## src/rtl/matrix_mem_arbiter_if.sv

```systemverilog
// Request/grant and storage-access bundle for matrix_mem_arbiter.
// The master modport is the arbiter side; the slave modport is the requesters plus storage.
interface matrix_mem_arbiter_if #(
    parameter int ADDR_W = 8,
    parameter int DATA_W = 8
);
    logic [3:0]          req;
    logic [3:0]          req_we;
    logic [4*ADDR_W-1:0] req_addr;
    logic [4*DATA_W-1:0] req_wdata;
    logic [3:0]          gnt;
    logic                mem_en;
    logic                mem_we;
    logic [ADDR_W-1:0]   mem_addr;
    logic [DATA_W-1:0]   mem_wdata;
    logic [DATA_W-1:0]   mem_rdata;
    logic [DATA_W-1:0]   rd_data;
    logic [3:0]          rd_valid;
    logic [1:0]          owner;
    logic                busy;

    modport master (
        input  req, req_we, req_addr, req_wdata, mem_rdata,
        output gnt, mem_en, mem_we, mem_addr, mem_wdata, rd_data, rd_valid, owner, busy
    );

    modport slave (
        output req, req_we, req_addr, req_wdata, mem_rdata,
        input  gnt, mem_en, mem_we, mem_addr, mem_wdata, rd_data, rd_valid, owner, busy
    );
endinterface

```

## src/rtl/matrix_mem_arbiter.sv

```systemverilog
// Four-requester arbiter for the shared matrix storage with burst limiting and read-return steering.
// Define ARB_ROUND_ROBIN_EN for round-robin arbitration; otherwise requester 0 has fixed top priority.
module matrix_mem_arbiter #(
    parameter int ADDR_W    = 8,
    parameter int DATA_W    = 8,
    parameter int MAX_BURST = 16
) (
    input  logic                 clk,
    input  logic                 rst_n,
    matrix_mem_arbiter_if.master bus
);

    localparam logic [1:0] S_IDLE  = 2'd0;
    localparam logic [1:0] S_BUSY  = 2'd1;
    localparam logic [1:0] S_DRAIN = 2'd2;
    localparam logic [7:0] BURST_LAST = 8'(MAX_BURST - 1);

    logic [1:0]        state_q, state_d;
    logic [3:0]        gnt_q, gnt_d;
    logic [1:0]        owner_q, owner_d;
    logic [7:0]        burst_q, burst_d;
    logic [3:0]        rd_valid_q, rd_valid_d;
    logic [1:0]        search_start;
    logic [2:0]        pick_res;
    logic              access;
    logic              others_pending;
    logic [DATA_W-1:0] wdata_sel;

    // Returns {found, index} of the first set request scanning upward from start, wrapping mod 4.
    function automatic logic [2:0] pick(input logic [3:0] r, input logic [1:0] start);
        logic [2:0] res;
        logic [1:0] idx;
        res = '0;
        for (int k = 3; k >= 0; k--) begin
            idx = start + 2'(k);
            if (r[idx]) res = {1'b1, idx};
        end
        return res;
    endfunction

`ifdef ARB_ROUND_ROBIN_EN
    logic [1:0] rr_ptr_q, rr_ptr_d;

    assign search_start = rr_ptr_q;
    assign rr_ptr_d     = (state_q == S_IDLE && pick_res[2]) ? pick_res[1:0] + 2'd1 : rr_ptr_q;

    always_ff @(posedge clk or negedge rst_n) begin
        if (!rst_n) rr_ptr_q <= 2'd0;
        else        rr_ptr_q <= rr_ptr_d;
    end
`else
    assign search_start = 2'd0;
`endif

    assign pick_res       = pick(bus.req, search_start);
    assign access         = (state_q == S_BUSY) && bus.req[owner_q];
    assign others_pending = |(bus.req & ~gnt_q);
    assign wdata_sel      = bus.req_wdata[int'(owner_q)*DATA_W +: DATA_W];

    always_comb begin
        state_d    = state_q;
        gnt_d      = gnt_q;
        owner_d    = owner_q;
        burst_d    = burst_q;
        rd_valid_d = '0;
        if (access && !bus.req_we[owner_q]) rd_valid_d = gnt_q;
        case (state_q)
            S_IDLE: begin
                if (pick_res[2]) begin
                    state_d = S_BUSY;
                    gnt_d   = 4'b0001 << pick_res[1:0];
                    owner_d = pick_res[1:0];
                    burst_d = 8'd0;
                end
            end
            S_BUSY: begin
                if (!access) begin
                    state_d = S_DRAIN;
                    gnt_d   = 4'b0000;
                end else if (burst_q == BURST_LAST) begin
                    // Burst limit reached: release only if someone else is waiting, else wrap and keep going.
                    burst_d = 8'd0;
                    if (others_pending) begin
                        state_d = S_DRAIN;
                        gnt_d   = 4'b0000;
                    end
                end else begin
                    burst_d = burst_q + 8'd1;
                end
            end
            S_DRAIN: state_d = S_IDLE;
            default: begin
                state_d = S_IDLE;
                gnt_d   = 4'b0000;
            end
        endcase
    end

    always_ff @(posedge clk or negedge rst_n) begin
        if (!rst_n) begin
            state_q    <= S_IDLE;
            gnt_q      <= 4'b0000;
            owner_q    <= 2'd0;
            burst_q    <= 8'd0;
            rd_valid_q <= 4'b0000;
        end else begin
            state_q    <= state_d;
            gnt_q      <= gnt_d;
            owner_q    <= owner_d;
            burst_q    <= burst_d;
            rd_valid_q <= rd_valid_d;
        end
    end

    assign bus.gnt       = gnt_q;
    assign bus.mem_en    = access;
    assign bus.mem_we    = access & bus.req_we[owner_q];
    assign bus.mem_addr  = bus.req_addr[int'(owner_q)*ADDR_W +: ADDR_W];
    assign bus.mem_wdata = wdata_sel;
    assign bus.rd_data   = bus.mem_rdata;
    assign bus.rd_valid  = rd_valid_q;
    assign bus.owner     = owner_q;
    assign bus.busy      = (state_q == S_BUSY);

endmodule
```

## src/flat_wrapper.sv

```systemverilog
// flat-port wrapper written by rule: the top's interface ports become plain ports
module matrix_mem_arbiter_flat 
#(
    parameter int ADDR_W    = 8,
    parameter int DATA_W    = 8,
    parameter int MAX_BURST = 16
)
  (clk, rst_n, bus_req, bus_req_we, bus_req_addr, bus_req_wdata, bus_mem_rdata, bus_gnt, bus_mem_en, bus_mem_we, bus_mem_addr, bus_mem_wdata, bus_rd_data, bus_rd_valid, bus_owner, bus_busy);
  matrix_mem_arbiter_if #(.ADDR_W(ADDR_W), .DATA_W(DATA_W)) bus_i ();
  input  logic clk;
  input  logic rst_n;
  input wire logic [$bits(bus_i.req)-1:0] bus_req;
  input wire logic [$bits(bus_i.req_we)-1:0] bus_req_we;
  input wire logic [$bits(bus_i.req_addr)-1:0] bus_req_addr;
  input wire logic [$bits(bus_i.req_wdata)-1:0] bus_req_wdata;
  input wire logic [$bits(bus_i.mem_rdata)-1:0] bus_mem_rdata;
  output wire logic [$bits(bus_i.gnt)-1:0] bus_gnt;
  output wire logic [$bits(bus_i.mem_en)-1:0] bus_mem_en;
  output wire logic [$bits(bus_i.mem_we)-1:0] bus_mem_we;
  output wire logic [$bits(bus_i.mem_addr)-1:0] bus_mem_addr;
  output wire logic [$bits(bus_i.mem_wdata)-1:0] bus_mem_wdata;
  output wire logic [$bits(bus_i.rd_data)-1:0] bus_rd_data;
  output wire logic [$bits(bus_i.rd_valid)-1:0] bus_rd_valid;
  output wire logic [$bits(bus_i.owner)-1:0] bus_owner;
  output wire logic [$bits(bus_i.busy)-1:0] bus_busy;
  assign bus_i.req = bus_req;
  assign bus_i.req_we = bus_req_we;
  assign bus_i.req_addr = bus_req_addr;
  assign bus_i.req_wdata = bus_req_wdata;
  assign bus_i.mem_rdata = bus_mem_rdata;
  assign bus_gnt = bus_i.gnt;
  assign bus_mem_en = bus_i.mem_en;
  assign bus_mem_we = bus_i.mem_we;
  assign bus_mem_addr = bus_i.mem_addr;
  assign bus_mem_wdata = bus_i.mem_wdata;
  assign bus_rd_data = bus_i.rd_data;
  assign bus_rd_valid = bus_i.rd_valid;
  assign bus_owner = bus_i.owner;
  assign bus_busy = bus_i.busy;
  matrix_mem_arbiter #(.ADDR_W(ADDR_W), .DATA_W(DATA_W), .MAX_BURST(MAX_BURST)) u_core (.clk(clk), .rst_n(rst_n), .bus(bus_i));
endmodule
```

## config.mk

```make
export PLATFORM = sky130hd
export DESIGN_NAME = matrix_mem_arbiter_flat
export DESIGN_NICKNAME = d
export VERILOG_FILES = /design/src/rtl/matrix_mem_arbiter_if.sv /design/src/rtl/matrix_mem_arbiter.sv /design/src/flat_wrapper.sv
export SDC_FILE = /design/constraint.sdc
export NUM_CORES = 1
export LEC_CHECK = 0
export CORE_ASPECT_RATIO = 0.6
export CORE_MARGIN = 1.5
export CORE_UTILIZATION = 34
export CTS_BUF_LIST = sky130_fd_sc_hd__clkbuf_4
export CTS_CLUSTER_SIZE = 25
export DETAILED_ROUTE_END_ITERATION = 8
export PLACE_DENSITY_LB_ADDON = 0.1
export SLEW_MARGIN = 20
export SYNTH_ARGS = -nofsm -noshare
export SYNTH_HDL_FRONTEND = slang
export SYNTH_SLANG_ARGS = --single-unit
```

## constraint.sdc

```tcl
create_clock -name clk -period 2.2 [get_ports clk]
set_clock_uncertainty 0.1 [all_clocks]
set_input_delay 0.22 -clock clk [delete_from_list [all_inputs] [get_ports clk]]
set_output_delay 0.22 -clock clk [all_outputs]
set_load 0.01 [all_outputs]
```

==> impl_metrics.prom, run 1 <==
# TYPE chip_impl_metric gauge
chip_impl_metric{name="synthesis.yosys.warnings",unit=""} 0
chip_impl_metric{name="synth-seq-cells",unit=""} 20
chip_impl_info{name="post-synth-top-count-cell",value="dfrtp_1"} 1
chip_impl_metric{name="finish.utilization",unit="%"} 64.5
chip_impl_metric{name="detailedPlacementHpwl",unit="microns"} 3950
chip_impl_metric{name="postCtsHoldBufs",unit=""} 0
chip_impl_info{name="worstSetupPathType",value="flop to primary output"} 1
chip_impl_metric{name="net-switching-power",unit="mW"} 0.904
chip_impl_metric{name="ios",unit=""} 119
chip_impl_metric{name="synth_area",unit="sq um"} 1500
chip_impl_info{name="clock_tree_from_tritoncts",value="yes"} 1
chip_impl_metric{name="numClockSinks",unit=""} 20
chip_impl_metric{name="cp.required",unit="ns"} 1.88
chip_impl_metric{name="die_h",unit="microns"} 54.4
chip_impl_metric{name="synth.avg_cell_area",unit="sq um"} 11.8
chip_impl_info{name="result_of_the_run",value="finished, final reports clean"} 1
chip_impl_metric{name="final_cell_area",unit="sq um"} 2690
chip_impl_metric{name="grt_first_pass_wirelength",unit="microns"} 7270
chip_impl_metric{name="fillers",unit=""} 319
chip_impl_metric{name="finalCritPeriodShare",unit="%"} 97.0
chip_impl_metric{name="ys_async_sr_fraction",unit="%"} 100
chip_impl_metric{name="ff_latch_area",unit="sq um"} 503
chip_impl_metric{name="synth_top_area_share",unit="%"} 33.5
chip_impl_metric{name="max_cap_violations",unit=""} 0
chip_impl_metric{name="route.detailed.vias_per_inst",unit=""} 5.00
chip_impl_metric{name="die_width",unit="microns"} 88.6
chip_impl_metric{name="synthesis.nets",unit=""} 210
chip_impl_metric{name="final-setup-viol-count",unit=""} 0
chip_impl_metric{name="logic_pwr_share",unit="%"} 70.2
chip_impl_metric{name="clkLatencyLatePin",unit="ns"} 0.29
chip_impl_metric{name="fin_nets",unit=""} 323
chip_impl_metric{name="vdd.ir_drop.worst",unit="mV"} 0.432
chip_impl_metric{name="drt_iter0_markers",unit=""} 77
chip_impl_metric{name="ys_seq_area_share",unit="%"} 33.5
chip_impl_metric{name="initial_standard_cell_utilization_of_the_core",unit="%"} 35.9
chip_impl_info{name="ys_top_cells_by_area",value="dfrtp_1 (33%), mux4_2 (27%), buf_4 (4.0%)"} 1
chip_impl_metric{name="number_of_remaining_drc_errors",unit=""} 0
chip_impl_metric{name="ys_types",unit=""} 38
chip_impl_metric{name="gpl.final_weighted_congestion",unit=""} 0.840
chip_impl_metric{name="seq_power_share",unit="%"} 22.7
chip_impl_metric{name="antenna_cells_inserted",unit=""} 0
chip_impl_metric{name="synth_to_layout_area_growth",unit="%"} 79.7
chip_impl_metric{name="core.rowCount",unit=""} 18
chip_impl_metric{name="hold_viol",unit=""} 0
chip_impl_metric{name="first_global_vias",unit=""} 1537
chip_impl_metric{name="ctsLongestPathBuffers",unit=""} 2
chip_impl_info{name="netlist_top_cells_count",value="dfrtp_1 (20), mux4_2 (18), o21ai_0 (11)"} 1
chip_impl_metric{name="post_drt_wl_per_cell",unit="microns"} 15.3
chip_impl_metric{name="die_area",unit="sq um"} 4820
chip_impl_metric{name="ant_nets",unit=""} 0
chip_impl_metric{name="relative_contribution_of_the_clock_network_to_total_power",unit="%"} 7.1
chip_impl_info{name="cts_root_buffer",value="clkbuf_4"} 1
chip_impl_metric{name="grt_remaining_overflow",unit=""} 0
chip_impl_metric{name="synth_cells",unit=""} 127
chip_impl_metric{name="vias",unit=""} 1495
chip_impl_metric{name="port-buffer-count",unit=""} 102
chip_impl_metric{name="core-area",unit="sq um"} 4170
chip_impl_metric{name="cts-buffers-inserted",unit=""} 3
chip_impl_metric{name="power_density",unit="nW/um^2"} 895
chip_impl_metric{name="leakage",unit="nW"} 1.10
chip_impl_metric{name="timing_max_transition_violations_final",unit=""} 0
chip_impl_info{name="yosysTopAreaCell",value="dfrtp_1"} 1
chip_impl_metric{name="internal_power",unit="mW"} 1.50
chip_impl_metric{name="antenna_violations_before_repair",unit=""} 0
chip_impl_metric{name="path_max_fanout",unit=""} 3
chip_impl_metric{name="grt_start_max_net_pins",unit=""} 21
chip_impl_metric{name="global_route.usage.total",unit="%"} 20.4
chip_impl_metric{name="htree_num_levels",unit=""} 1
chip_impl_metric{name="layout-drive-gt1-share",unit="%"} 21.3
chip_impl_metric{name="relSlewSlack",unit="%"} 69.7
chip_impl_metric{name="p_sw_share",unit="%"} 37.6
chip_impl_info{name="cp-end-kind",value="primary output"} 1
chip_impl_metric{name="worst_setup_hold_path_clk_slew",unit="ns"} 0.10
chip_impl_metric{name="cp_data_arrival_time",unit="ns"} 1.81
chip_impl_metric{name="fmaxAchievable",unit="GHz"} 0.469
chip_impl_metric{name="placed_cell_area",unit="sq um"} 2620
chip_impl_metric{name="first_pass_iters",unit=""} 4
chip_impl_metric{name="synth-edff-count",unit=""} 0
chip_impl_metric{name="final.min_clock_period",unit="ns"} 2.13
chip_impl_metric{name="wire_length_after_detailed_routing",unit="microns"} 4570
chip_impl_metric{name="max_slew.worst_pin.slew",unit="ns"} 0.453
chip_impl_info{name="hold_class",value="input pin to async pin"} 1
chip_impl_info{name="worstSetupStartpointType",value="flop"} 1
chip_impl_info{name="yosys_most_used_dff",value="dfrtp_1"} 1
chip_impl_metric{name="total_area_of_multi_input_combinational_cells",unit="sq um"} 903
metal layers:
metal  share of wire, %  global-route usage (%)  vias up
met5                  0                       0        -
met4                1.4                    5.73        0
met3                5.1                    4.37        8
met2                 50                    36.8       50
met1                 44                    25.2      726
li1                   -                       -      711
per-stage QoR:
step	instances	hold WS (ns)	total power, mW	worst slack (ns)	setup TNS, ns
after floorplan	127	-0.176	1.44	0.278	0
after global placement	290	0.340	2.24	0.156	0
after detailed placement	290	0.340	2.26	0.152	0
after CTS	299	0.145	2.41	0.0233	0
after global routing	299	0.166	2.58	-0.000277	-0.000277
final	299	0.146	2.40	0.0666	0
power groups by stage:
stage | Combinational (mW) | Clock (mW) | Sequential [mW]
global route | 1.82 | 0.197 | 0.560
floorplan | 0.896 | 0 | 0.541
detailed placement | 1.71 | 0 | 0.547
CTS | 1.69 | 0.177 | 0.541
global placement | 1.70 | 0 | 0.543
finish | 1.69 | 0.170 | 0.545
final timing paths:
check                               startpoint             endpoint  slack [ns]  depth (start not counted)
max                        u_core.bus.owner[0]           bus_mem_we        0.07                          5
min                                      rst_n    u_core.burst_q[6]        0.15                          2
min reg2reg                  u_core.burst_q[7]    u_core.burst_q[7]        0.39                          1
min in group clk              bus_mem_rdata[1]       bus_rd_data[1]        0.34                          0
max in group asynchronous                rst_n  u_core.bus.owner[1]        1.63                          2
max reg2reg                  u_core.burst_q[5]    u_core.bus.gnt[2]        0.18                          5
cell usage in the layout, fill, tap and decap left out, drive strengths merged:
cell,instances
nand2b,2
o41ai,1
and2b,1
o21a,1
nor2,9
mux2i,3
nand3,6
xor2,1
clkdlybuf4s50,84
inv,4
nor4,1
dlygate4sd2,17
a22o,1
o32a,1
mux4,18
or3b,1
and2,6
nand3b,1
buf,18
or3,2
nand2,7
o22ai,1
clkbuf,3
clkdlybuf4s15,1
and3,2
clkinv,1
o21ai,13
a31oi,1
or2b,3
nor3,1
a32o,3
or4,1
o2111a,1
o311ai,1
dfrtp,20
ha,1
o31ai,1
state kept, by name, indices dropped and copies added (netlist names):
signal,count
u_core.bus.owner,2
u_core.bus.gnt,4
u_core.bus.rd_valid,4
u_core.state_q,2
u_core.burst_q,8
worst max-delay path: stages, from the launching register on:
cell	delay [ns]
dfrtp_2	0.45
buf_4	0.14
or3b_4	0.40
o22ai_4	0.15
and2_1	0.15
clkdlybuf4s15_1	0.23
cell families after synthesis:
| family | count (synthesis) | synth area share [%] |
|---|---|---|
| flip-flops | 20 | 33.5 |
| AO/OA/AOI/OAI | 25 | 13.3 |
| AND/OR/NAND/NOR | 43 | 16.4 |
| adder cells (fa/ha/maj) | 1 | 0.837 |
| buffers and inverters | 16 | 6.28 |
| multiplexers | 21 | 29.1 |
| XOR/XNOR | 1 | 0.586 |
area by class of cell:
| class | instances | share of cell area (%) |
|---|---|---|
| timing repair buffer | 120 | 43.3 |
| multi-input combinational | 91 | 33.6 |
| sequential | 20 | 18.7 |
| tap | 60 | 2.79 |
| clock buffer | 3 | 0.838 |
| inverter | 4 | 0.559 |
| clock inverter | 1 | 0.140 |
what timing repair did:
item | CTS | global route
gates resized for setup | 20 | 3
setup buffers | 5 | 0
pin swaps | 0 | 1
endpoints found under the setup margin | 18 | 4
(Power assumes the default switching activity.)
==> run 2: changes to the inputs <==
- REMOVE_ABC_BUFFERS: not set -> 1
==> run 2 against run 1 <==
Power decreased by 3.4%. Sequential power increased by 0.7%. Highest routed layer unchanged. Global-route usage increased by 1.7 points. Largest power group unchanged. Register-to-register slack improved by 0.03 ns. Count of clock-buffer cells in the layout unchanged. Worst hold slack got worse by 0.0025 ns. Die area unchanged. Utilization decreased by 1.3 points. Setup slack improved by 0.0065 ns. Cell area decreased by 2.0%. Flip-flop and latch count unchanged.
==> impl_metrics.prom, run 2 (synthesis gave the netlist of run 1 again) <==
# TYPE chip_impl_metric gauge
chip_impl_info{name="result_of_the_run",value="finished, final reports clean"} 1
chip_impl_metric{name="cp_data_arrival_time",unit="ns"} 1.81
chip_impl_info{name="setup.worst_path.end",value="bus_mem_we"} 1
chip_impl_metric{name="numClockSinks",unit=""} 20
chip_impl_info{name="worstSetupPathType",value="flop to primary output"} 1
chip_impl_metric{name="finish.utilization",unit="%"} 63.2
chip_impl_metric{name="die_h",unit="microns"} 54.4
chip_impl_metric{name="cts-buffers-inserted",unit=""} 3
chip_impl_metric{name="final.min_clock_period",unit="ns"} 2.13
chip_impl_metric{name="port-buffer-count",unit=""} 102
chip_impl_metric{name="r2r.worst_path.cells",unit=""} 5
chip_impl_metric{name="core-area",unit="sq um"} 4170
chip_impl_metric{name="global_route.usage.total",unit="%"} 22.1
chip_impl_metric{name="pre_cts_ws",unit="ns"} 0.0721
chip_impl_info{name="clock_tree_from_tritoncts",value="yes"} 1
chip_impl_info{name="final_common_cell",value="clkdlybuf4s50_1"} 1
chip_impl_metric{name="max_slew.worst_pin.slew",unit="ns"} 0.456
chip_impl_info{name="timing.rr.start",value="u_core.burst_q[5]"} 1
chip_impl_info{name="cts_root_buffer",value="clkbuf_4"} 1
chip_impl_metric{name="vdd.ir_drop.worst",unit="mV"} 0.460
chip_impl_metric{name="path_max_fanout",unit=""} 5
chip_impl_info{name="worstSetupStartpointType",value="flop"} 1
chip_impl_info{name="startpoint",value="u_core.bus.owner[0]"} 1
chip_impl_info{name="most-common-layout-cells",value="clkdlybuf4s50_1 (84), dfrtp_1 (19), mux4_2 (18), dlygate4sd2_1 (18)"} 1
chip_impl_metric{name="grt.met2_usage",unit="%"} 38.8
chip_impl_metric{name="layout_setup_ws",unit="ns"} 0.0732
chip_impl_metric{name="finalCritPeriodShare",unit="%"} 96.7
chip_impl_metric{name="htree_num_levels",unit=""} 1
chip_impl_metric{name="largest_register_ffs",unit=""} 8
chip_impl_info{name="grt_setup_unrepaired",value="false"} 1
chip_impl_metric{name="number_of_remaining_drc_errors",unit=""} 0
chip_impl_info{name="grt_busiest_layer",value="met2"} 1
chip_impl_metric{name="ant_nets",unit=""} 0
chip_impl_metric{name="hold_viol",unit=""} 0
chip_impl_metric{name="grtUsageMet3",unit="%"} 13.0
chip_impl_metric{name="drt_iter0_markers",unit=""} 104
chip_impl_metric{name="post_drt_wl_per_cell",unit="microns"} 17.8
chip_impl_metric{name="synth_to_layout_area_growth",unit="%"} 76.0
chip_impl_metric{name="grt_use_met1",unit="%"} 24.5
chip_impl_metric{name="ios",unit=""} 119
chip_impl_metric{name="cp.required",unit="ns"} 1.88
chip_impl_metric{name="fin_nets",unit=""} 318
chip_impl_metric{name="grt_first_pass_wirelength",unit="microns"} 7650
chip_impl_metric{name="final-setup-viol-count",unit=""} 0
chip_impl_info{name="hold_class",value="input pin to async pin"} 1
chip_impl_metric{name="die_area",unit="sq um"} 4820
chip_impl_metric{name="clkLatencyLatePin",unit="ns"} 0.30
chip_impl_metric{name="detailedPlacementHpwl",unit="microns"} 4410
chip_impl_info{name="register_with_the_most_flip_flops",value="u_core.burst_q"} 1
chip_impl_metric{name="layout-drive-gt1-share",unit="%"} 18.8
chip_impl_metric{name="power_density",unit="nW/um^2"} 882
chip_impl_metric{name="grt_start_max_net_pins",unit=""} 21
chip_impl_metric{name="max_cap_violations",unit=""} 0
chip_impl_metric{name="worst_setup_hold_path_clk_slew",unit="ns"} 0.12
chip_impl_info{name="cp-end-kind",value="primary output"} 1
chip_impl_metric{name="vias",unit=""} 1497
chip_impl_metric{name="antenna_violations_before_repair",unit=""} 0
chip_impl_metric{name="route.detailed.vias_per_inst",unit=""} 5.09
chip_impl_metric{name="initial_standard_cell_utilization_of_the_core",unit="%"} 35.9
chip_impl_metric{name="ctsLongestPathBuffers",unit=""} 2
chip_impl_metric{name="die_width",unit="microns"} 88.6
chip_impl_metric{name="wire_length_after_detailed_routing",unit="microns"} 5240
chip_impl_metric{name="fmaxAchievable",unit="GHz"} 0.470
chip_impl_metric{name="core.rowCount",unit=""} 18
chip_impl_metric{name="postCtsHoldBufs",unit=""} 0
chip_impl_metric{name="grt_remaining_overflow",unit=""} 0
chip_impl_metric{name="first_pass_iters",unit=""} 4
chip_impl_metric{name="worst-r2r-setup-slack",unit="ns"} 0.21
chip_impl_metric{name="relSlewSlack",unit="%"} 69.5
chip_impl_metric{name="antenna_cells_inserted",unit=""} 0
chip_impl_metric{name="leakage",unit="nW"} 1.07
chip_impl_metric{name="first_global_vias",unit=""} 1491
chip_impl_metric{name="gpl.final_weighted_congestion",unit=""} 0.828
chip_impl_info{name="regToRegEndpoint",value="u_core.bus.gnt[1]"} 1
chip_impl_metric{name="timing_max_transition_violations_final",unit=""} 0
==> run 2: cell types whose count changed in the layout (fill, tap and decap cells not counted) <==
cell and change:
clkdlybuf4s15_1 -1, buf_12 -1, or3b_1 +1, or3b_4 -1, dfrtp_1 +1, buf_4 -4, dlygate4sd2_1 +1, dfrtp_2 -1
==> run 2: where the power goes <==
part | switching, mW | leakage, nW | internal, mW
Combinational | 0.680 | 0.791 | 0.909
Clock | 0.117 | 0.0154 | 0.0662
Sequential | 0.105 | 0.268 | 0.444
==> run 2: through the flow <==
step | hold WS (ns) | power [mW] | setup TNS (ns) | cell area [sq um] | instances
after floorplan | -0.176 | 1.40 | -0.108 | 1420 | 115
after global placement | 0.340 | 2.21 | 0 | 2610 | 290
after detailed placement | 0.340 | 2.24 | 0 | 2610 | 290
after CTS | 0.155 | 2.35 | 0 | 2640 | 295
after global routing | 0.167 | 2.47 | 0 | 2630 | 294
final | 0.143 | 2.32 | 0 | 2630 | 294
==> run 2: area by class of cell <==
class                   instances  area [sq um]
clock buffers                   3          22.5
inverters                       4          15.0
fillers                       345          1540
repair buffers                115          1110
multi-input cells              91           901
flip-flops and latches         20           502
clock inverters                 1          3.75
well taps                      60          75.1
==> run 2: worst min path at each step <==
stage                           from                     end  cells past startpoint
CTS                            rst_n  u_core.bus.rd_valid[2]                      2
global route                   rst_n  u_core.bus.rd_valid[1]                      2
finish                         rst_n  u_core.bus.rd_valid[0]                      2
floorplan                      rst_n       u_core.burst_q[0]                      0
global placement    bus_mem_rdata[4]          bus_rd_data[4]                      0
detailed placement  bus_mem_rdata[4]          bus_rd_data[4]                      0
==> run 2: timing repair <==
item,4_1_cts,5_1_grt
setup endpoints to repair,18,1
gates resized for setup,23,0
buffers inserted,1,0
endpoints found under the hold margin,0,0
==> run 2: routing by layer <==
layer,vias up,wire (microns)
li1,703,-
met1,719,2060
met2,71,2460
met4,0,30
met5,-,0
met3,4,687
==> run 2: critical path, cell delays in order, from the launching register on <==
cell and delay, ns:
dfrtp_2 0.48, or3b_1 0.44, o22ai_4 0.16, and2_1 0.15
dlygate4sd2_1 0.27
